<file path="src/rtl/regfile_pkg.sv">
// Shared constants and types for the regfile_sb register file and its scoreboard.
// Default configuration: 32 registers of 32 bits, register 0 hardwired to zero.
package regfile_pkg;

  localparam int DEF_DATA_WIDTH = 32;
  localparam int DEF_NUM_REGS   = 32;
  localparam int DEF_ADDR_WIDTH = $clog2(DEF_NUM_REGS);

  typedef logic [DEF_ADDR_WIDTH-1:0] reg_addr_t;

  localparam int unsigned ZERO_REG = 0;

endpackage

</file>
<file path="src/rtl/regfile_scoreboard.sv">
// Per-register busy scoreboard with a sticky write-after-write error flag.
// A claim sets busy; a writeback clears it. On the same register in the same edge, the claim wins.
module regfile_scoreboard
  import regfile_pkg::*;
#(
  parameter int NUM_REGS = DEF_NUM_REGS
) (
  input  logic                        clk,
  input  logic                        rst,
  input  logic                        wr_en_i,
  input  logic [$clog2(NUM_REGS)-1:0] wr_addr_i,
  input  logic                        claim_en_i,
  input  logic [$clog2(NUM_REGS)-1:0] claim_addr_i,
  output logic [NUM_REGS-1:0]         busy_vec_o,
  output logic                        waw_err_o
);

  localparam int ADDR_WIDTH = $clog2(NUM_REGS);
  localparam logic [ADDR_WIDTH-1:0] ZERO_ADDR = ADDR_WIDTH'(ZERO_REG);

  logic [NUM_REGS-1:0] busy_q, busy_d;
  logic                waw_q, waw_d;
  logic                wr_act, claim_act, same_reg;

  assign wr_act    = wr_en_i && (wr_addr_i != ZERO_ADDR);
  assign claim_act = claim_en_i && (claim_addr_i != ZERO_ADDR);
  assign same_reg  = wr_en_i && (wr_addr_i == claim_addr_i);

  always_comb begin
    busy_d = busy_q;
    waw_d  = waw_q;
    if (wr_act) begin
      busy_d[wr_addr_i] = 1'b0;
    end
    // Claim is applied after the clear so a reissue in the writeback cycle stays busy.
    if (claim_act) begin
      busy_d[claim_addr_i] = 1'b1;
      if (busy_q[claim_addr_i] && !same_reg) begin
        waw_d = 1'b1;
      end
    end
  end

  always_ff @(posedge clk) begin
    if (rst) begin
      busy_q <= '0;
      waw_q  <= 1'b0;
    end else begin
      busy_q <= busy_d;
      waw_q  <= waw_d;
    end
  end

  assign busy_vec_o = busy_q;
  assign waw_err_o  = waw_q;

endmodule

</file>
<file path="src/rtl/regfile_sb.sv">
// Multi-port register file with busy scoreboard; combinational reads, one writeback port, one claim port.
// Define REGFILE_SB_BYPASS_EN to forward same-cycle writeback data onto matching read ports.
module regfile_sb
  import regfile_pkg::*;
#(
  parameter int DATA_WIDTH = DEF_DATA_WIDTH,
  parameter int NUM_REGS   = DEF_NUM_REGS,
  parameter int NUM_READ   = 2
) (
  input  logic                                      clk,
  input  logic                                      rst,
  input  logic [NUM_READ-1:0][$clog2(NUM_REGS)-1:0] rs_addr,
  output logic [NUM_READ-1:0][DATA_WIDTH-1:0]       rs_data,
  output logic [NUM_READ-1:0]                       rs_busy,
  input  logic                                      wr_en,
  input  logic [$clog2(NUM_REGS)-1:0]               wr_addr,
  input  logic [DATA_WIDTH-1:0]                     wr_data,
  input  logic                                      claim_en,
  input  logic [$clog2(NUM_REGS)-1:0]               claim_addr,
  output logic [NUM_REGS-1:0]                       busy_vec,
  output logic                                      waw_err
);

  localparam int ADDR_WIDTH = $clog2(NUM_REGS);
  localparam logic [ADDR_WIDTH-1:0] ZERO_ADDR = ADDR_WIDTH'(ZERO_REG);

  logic [DATA_WIDTH-1:0] regs_q [NUM_REGS];

  regfile_scoreboard #(
    .NUM_REGS (NUM_REGS)
  ) u_scoreboard (
    .clk          (clk),
    .rst          (rst),
    .wr_en_i      (wr_en),
    .wr_addr_i    (wr_addr),
    .claim_en_i   (claim_en),
    .claim_addr_i (claim_addr),
    .busy_vec_o   (busy_vec),
    .waw_err_o    (waw_err)
  );

  // Entry 0 is never written, so it stays at its reset value of zero.
  always_ff @(posedge clk) begin
    if (rst) begin
      for (int i = 0; i < NUM_REGS; i++) begin
        regs_q[i] <= '0;
      end
    end else if (wr_en && (wr_addr != ZERO_ADDR)) begin
      regs_q[wr_addr] <= wr_data;
    end
  end

  always_comb begin
    rs_data = '0;
    rs_busy = '0;
    for (int p = 0; p < NUM_READ; p++) begin
      rs_busy[p] = busy_vec[rs_addr[p]];
      if (rs_addr[p] != ZERO_ADDR) begin
        rs_data[p] = regs_q[rs_addr[p]];
      end
`ifdef REGFILE_SB_BYPASS_EN
      // The forwarded value retires the claim, unless a reissue claims the same register.
      if (wr_en && (wr_addr != ZERO_ADDR) && (wr_addr == rs_addr[p])) begin
        rs_data[p] = wr_data;
        rs_busy[p] = claim_en && (claim_addr == wr_addr);
      end
`endif
    end
  end

endmodule

</file>
<file path="config.mk">
export PLATFORM = sky130hd
export DESIGN_NAME = regfile_sb
export DESIGN_NICKNAME = d
export VERILOG_FILES = /design/src/rtl/regfile_pkg.sv /design/src/rtl/regfile_scoreboard.sv /design/src/rtl/regfile_sb.sv
export SDC_FILE = /design/constraint.sdc
export NUM_CORES = 2
export LEC_CHECK = 0
export BUFFER_PORTS_ARGS = -buffer_cell sky130_fd_sc_hd__buf_2
export CORE_MARGIN = 2
export CORE_UTILIZATION = 65
export DETAILED_ROUTE_END_ITERATION = 10
export PLACE_DENSITY = 0.86
export SLEW_MARGIN = 0
export SYNTH_ARGS = -nofsm -noshare
export SYNTH_HDL_FRONTEND = slang
export SYNTH_SLANG_ARGS = --single-unit
</file>
<file path="constraint.sdc">
create_clock -name clk -period 5 [get_ports clk]
set_input_delay 0.75 -clock clk [delete_from_list [all_inputs] [get_ports clk]]
set_output_delay 0.75 -clock clk [all_outputs]
set_load 0.05 [all_outputs]
</file>
==> Word level (Yosys, flattened, before mapping) <==
Memory sizes are Yosys's and may differ from the RTL's.
Index checks and enable logic that the tools add are counted.
{ "word_totals": {"regBits": 33, "ram_bits": 1024, "inputBits": 56, "output_inout_bits": 99, "word_cells": 48, "mem_count": 1} }
{ "op_classes": {"magnitude_cmp": 6, "eq_ne": 1, "mux": 22, "n_bitwise": 3, "n_reduce_logical": 13} }
{ "memory_table": {"columns": ["memory", "depth", "word_bits", "rd", "rd_ports_with_merged_regs", "write_ports", "line_no", "text"], "rows": [
  ["regs_q", 32, 32, 2, 0, 32, "regfile_sb.sv:27", "logic [DATA_WIDTH-1:0] regs_q [NUM_REGS];"]
]} }
{ "ops": {"columns": ["cell", "n"], "rows": [
  ["32-bit 2-to-1 mux", 5],
  ["32-bit AND", 1],
  ["32-bit NOT", 1],
  ["32-bit OR", 1],
  ["32-bit OR reduction", 1],
  ["5-bit by 6-bit < comparator with 1-bit output (second input constant)", 4],
  ["5-bit nonzero test", 4],
  ["1-bit binary-select mux with 5-bit select", 3],
  ["1-bit 2-to-1 mux", 11],
  ["1-bit demux with 5-bit select", 2],
  ["5-bit by 1-bit greater-or-equal comparator with 1-bit output (second input constant)", 2],
  ["1-bit logical AND", 6],
  ["5-bit equality test", 1],
  ["5-bit 2-to-1 mux", 1],
  ["2-bit AND reduction", 1],
  ["1-bit logical NOT", 1]
]} }

==> Depth between registers and ports, before layout <==
{ "depth": {"word_depth": 9, "ltp_mapped": 7, "ltp_nobuf": 5} }

==> Modules after synthesis <==
From an unflattened synthesis, not the netlist that was laid out.
{ "hier_totals": {"hier_cells": 3988, "area_unflattened_um2": 56832.0} }
{ "modules_own_cells": {"columns": ["module", "n_inst", "cells_each", "area_each_um2", "seq_area_each_um2"], "rows": [
  ["regfile_sb", 1, 3775, 55059.1, 30749.5],
  ["regfile_scoreboard", 1, 213, 1773.0, 660.6]
]} }

==> Worst setup path before layout <==
Ideal clock, no wire load.
{ "synth_timing": {"kind": "input-to-output", "from": "in rs_addr[5] (netlist name)", "to": "out rs_data[44] (netlist name)", "t_arrival_ns": 2.635, "required_time_ns": 4.250, "slack_ns": 1.615, "stages": 7, "path_buffers": 3, "path_cell_list": "clkbuf_2 -> buf_6 -> buf_2 -> mux4_2 -> mux4_2 -> nand2_1 -> o21ai_1"} }
{ "synth_rtl": {"columns": ["element", "line_no", "text"], "rows": [
  ["from (decl)", "regfile_sb.sv:12", "input logic [NUM_READ-1:0][$clog2(NUM_REGS)-1:0] rs_addr,"],
  ["to (decl)", "regfile_sb.sv:13", "output logic [NUM_READ-1:0][DATA_WIDTH-1:0] rs_data,"]
]} }

==> impl_results.md <==
- Status: finished, final reports clean
- H-tree levels: 3
- Buf/Inv on CP: 4
- Global-route wire length before repair: 253000 um
- Max-slew violations: 0
- Cts hold-fix bufs: 0
- Leading area contributor after synthesis: edfxtp_1
- Clk_skew: 0.00907 ns
- Peak Freq: 0.242 GHz
- CTS tree: done
- Final HPWL DP: 103000 um
- Synth top area share: 54.6%
- End of the critical path: rs_data[51]
- Ys async rst share: 0%
- Setup bufs post-CTS: 0
- I/O Buffers: 154
- Critical path type: in2out
- Leading post-synthesis cells by cell area: edfxtp_1 (55%), mux4_2 (27%), and2_1 (11%), clkbuf_1 (1.8%), dfxtp_1 (1.2%)
- Post-layout minimum cycle time: 4.14 ns
- Levels on crit path: 7
- # IOs: 155
- Final net count: 3609
- Syn-to-layout area delta: 9.56%
- Share of cells above drive strength 1: 31.8%
- CP max stage delay: 0.60 ns
- GRT Overall Usage: 40.3%
- Core ar.: 0.0854 mm2
- GRT overflow: 0
- Setup Viol. Count Final: 0
- Worst skew pair latency: 0.67 ns
- Post-route cell area: 0.0617 mm2
- Launch point of the critical path: rs_addr[6]
- Commonest non-fill, non-tap cell in the layout: edfxtp_1
- Fin crit share: 82.7%
- DRC Markers: 0
- Worst path slowest cell: o21ai_1
- Top Family by Delay on Critical Path: buffers and inverters
- CP Max Fanout: 66
- P_leak: 21.4 nW
- Max_cap viols: 0
- Reg-to-Reg Start: u_scoreboard.busy_vec_o[28]
- RSZ-0062 raised after global routing: false
- ANT nets after route: 0
- Pin count of the biggest net entering global routing: 67
- Maximum VDD drop: 0.268 mV
- Die area: 0.0889 mm2
- Die Wd: 298 um
- Worst-Margin Slew: 1.41 ns
- Number of synthesized flops with an enable pin: 1024
- Final Hold Vio Count: 0
- Most frequent cells in the layout: edfxtp_1 (1024), and2_1 (994), mux4_2 (667), buf_2 (145), buf_4 (113)
- PD cells: 342 mW/mm2
- Worst slew margin: 6.08%
- Hold Path Class: in2reg
- CP Capture Type: output port
- CP startpoint kind: primary input
- CTS root buf: clkbuf_16
- CP required: 4.25 ns
- Initial DRC Count: 6791
- Dpl cell area: 0.0584 mm2
- Number of global-route vias before repair: 37614
- Worst-path clk slew: 0.06 ns
- Post-Syn Area per Cell: 16.1 um2
- Arrival time worst endpoint: 3.39 ns
- RD Place Congestion: 0.946
- Syn. warnings: 0
- Ys flop type: edfxtp_1
- CP cell instances: buf_8, buf_12, mux4_2, mux4_2, inv_1, o21ai_1, buf_2
- Pre-CTS setup slack: 0.945 ns
- Total CTS buffers: 108
- Post-CTS sizing: 0
- Register area share after synthesis: 55.8%
- Vias/cell: 7.61
- Cell area after synthesis: 0.0563 mm2
- R2R setup slack: 3.48 ns
- Setup_tns: 0 ns
- Total Power: 21.1 mW
- Top cell by count, worst path: mux4_2
- FF-to-FF End: u_scoreboard.waw_err_o
- Post-Route WL: 177000 um
- Reg2Reg Depth: 5
- Die outline height: 298 um
- CTS sink cnt: 1057
- Distinct cells, synth: 43
- Seq cells post-synth: 1057
- WL/cell: 37.0 um
- Antenna violations before repair: 23
- # rows: 107
- CTS max path bufs: 3
- First-pass DRT Iterations: 8
- PnR worst setup slack: 0.863 ns
- Cells after synthesis: 3499
- Initial Util: 65.9%
- Vias: 36436
-- cells in the mapped netlist (all sizes together) (6+ instances only) --
master	count
and2	994
nand3	6
nand2	88
inv	97
dfxtp	33
nand3b	6
a21o	31
buf	101
mux4	667
edfxtp	1024
o22ai	18
o21ai	75
clkbuf	269
nor2	37
-- worst reg2reg max path, stage by stage (launching register included) --
cell	delay [ns]
dfxtp_1	0.42
or3b_2	0.46
a21oi_1	0.16
o22ai_1	0.10
o2111a_1	0.14
nor3_1	0.16
-- area by class of cell --
type	count	area [um2]
tap	1144	1430
sequential	1057	31400
clock inverter	53	340
antenna	6	15.0
multi-input combinational	2006	23200
inverter	97	364
fill	4982	23800
timing repair buffer	283	2030
clock buffer	142	2890
-- cells by family (layout without fill, tap and decap cells) --
kind of cell           count (synthesis)  count (layout)  share of synthesized area [%]
flip-flops                          1057            1057                           55.8
AO/OA/AOI/OAI                        135             135                           1.44
multiplexers                         669             669                           26.7
buffers and inverters                467             575                           3.47
AND/OR/NAND/NOR                     1165            1165                           12.5
other                                  1              38                        0.00666
XOR/XNOR                               5               5                         0.0778
-- routing by layer --
metal	vias up	part of all wire, %	wire length (um)	track usage (%)
met5	-	0.093	164	0
met4	23	6.9	12200	23.2
met3	911	17	30200	15.5
met2	3850	46	81500	60.9
met1	18124	30	53000	50.1
li1	13528	-	-	-
-- metrics by stage --
| step | utilization [%] | instances | hold WS, ns |
|---|---|---|---|
| 6_report | 72.2 | 4788 | 0.511 |
| 2_1_floorplan | - | 3530 | 0.698 |
| 3_3_place_gp | 68.4 | 4587 | 0.507 |
| 4_1_cts | 72.2 | 4782 | 0.476 |
| 3_5_place_dp | 68.4 | 4587 | 0.522 |
| 5_1_grt | 72.2 | 4787 | 0.513 |
-- flip-flops by register name (all words and copies together) (netlist names) --
register	count
u_scoreboard.waw_err_o	1
u_scoreboard.busy_vec_o	32
regs_q	1024
-- how the worst min path moves through the flow --
stage	slack [ns]	to	cells after the start	startpoint
2_1_floorplan	0.70	u_scoreboard.busy_vec_o[6]	2	u_scoreboard.busy_vec_o[6]
3_3_place_gp	0.51	u_scoreboard.busy_vec_o[15]	2	u_scoreboard.busy_vec_o[15]
3_5_place_dp	0.52	u_scoreboard.busy_vec_o[15]	2	u_scoreboard.busy_vec_o[15]
4_1_cts	0.48	u_scoreboard.waw_err_o	3	claim_en
5_1_grt	0.51	u_scoreboard.waw_err_o	3	claim_en
6_report	0.51	u_scoreboard.waw_err_o	3	claim_en
-- power by group --
| part | internal [mW] | total (mW) | switching (mW) |
|---|---|---|---|
| sequential | 10.2 | 10.5 | 0.283 |
| combinational | 1.17 | 2.94 | 1.77 |
| clock | 4.24 | 7.64 | 3.40 |
| total | 15.6 | 21.1 | 5.45 |
(Power assumes the default switching activity.)
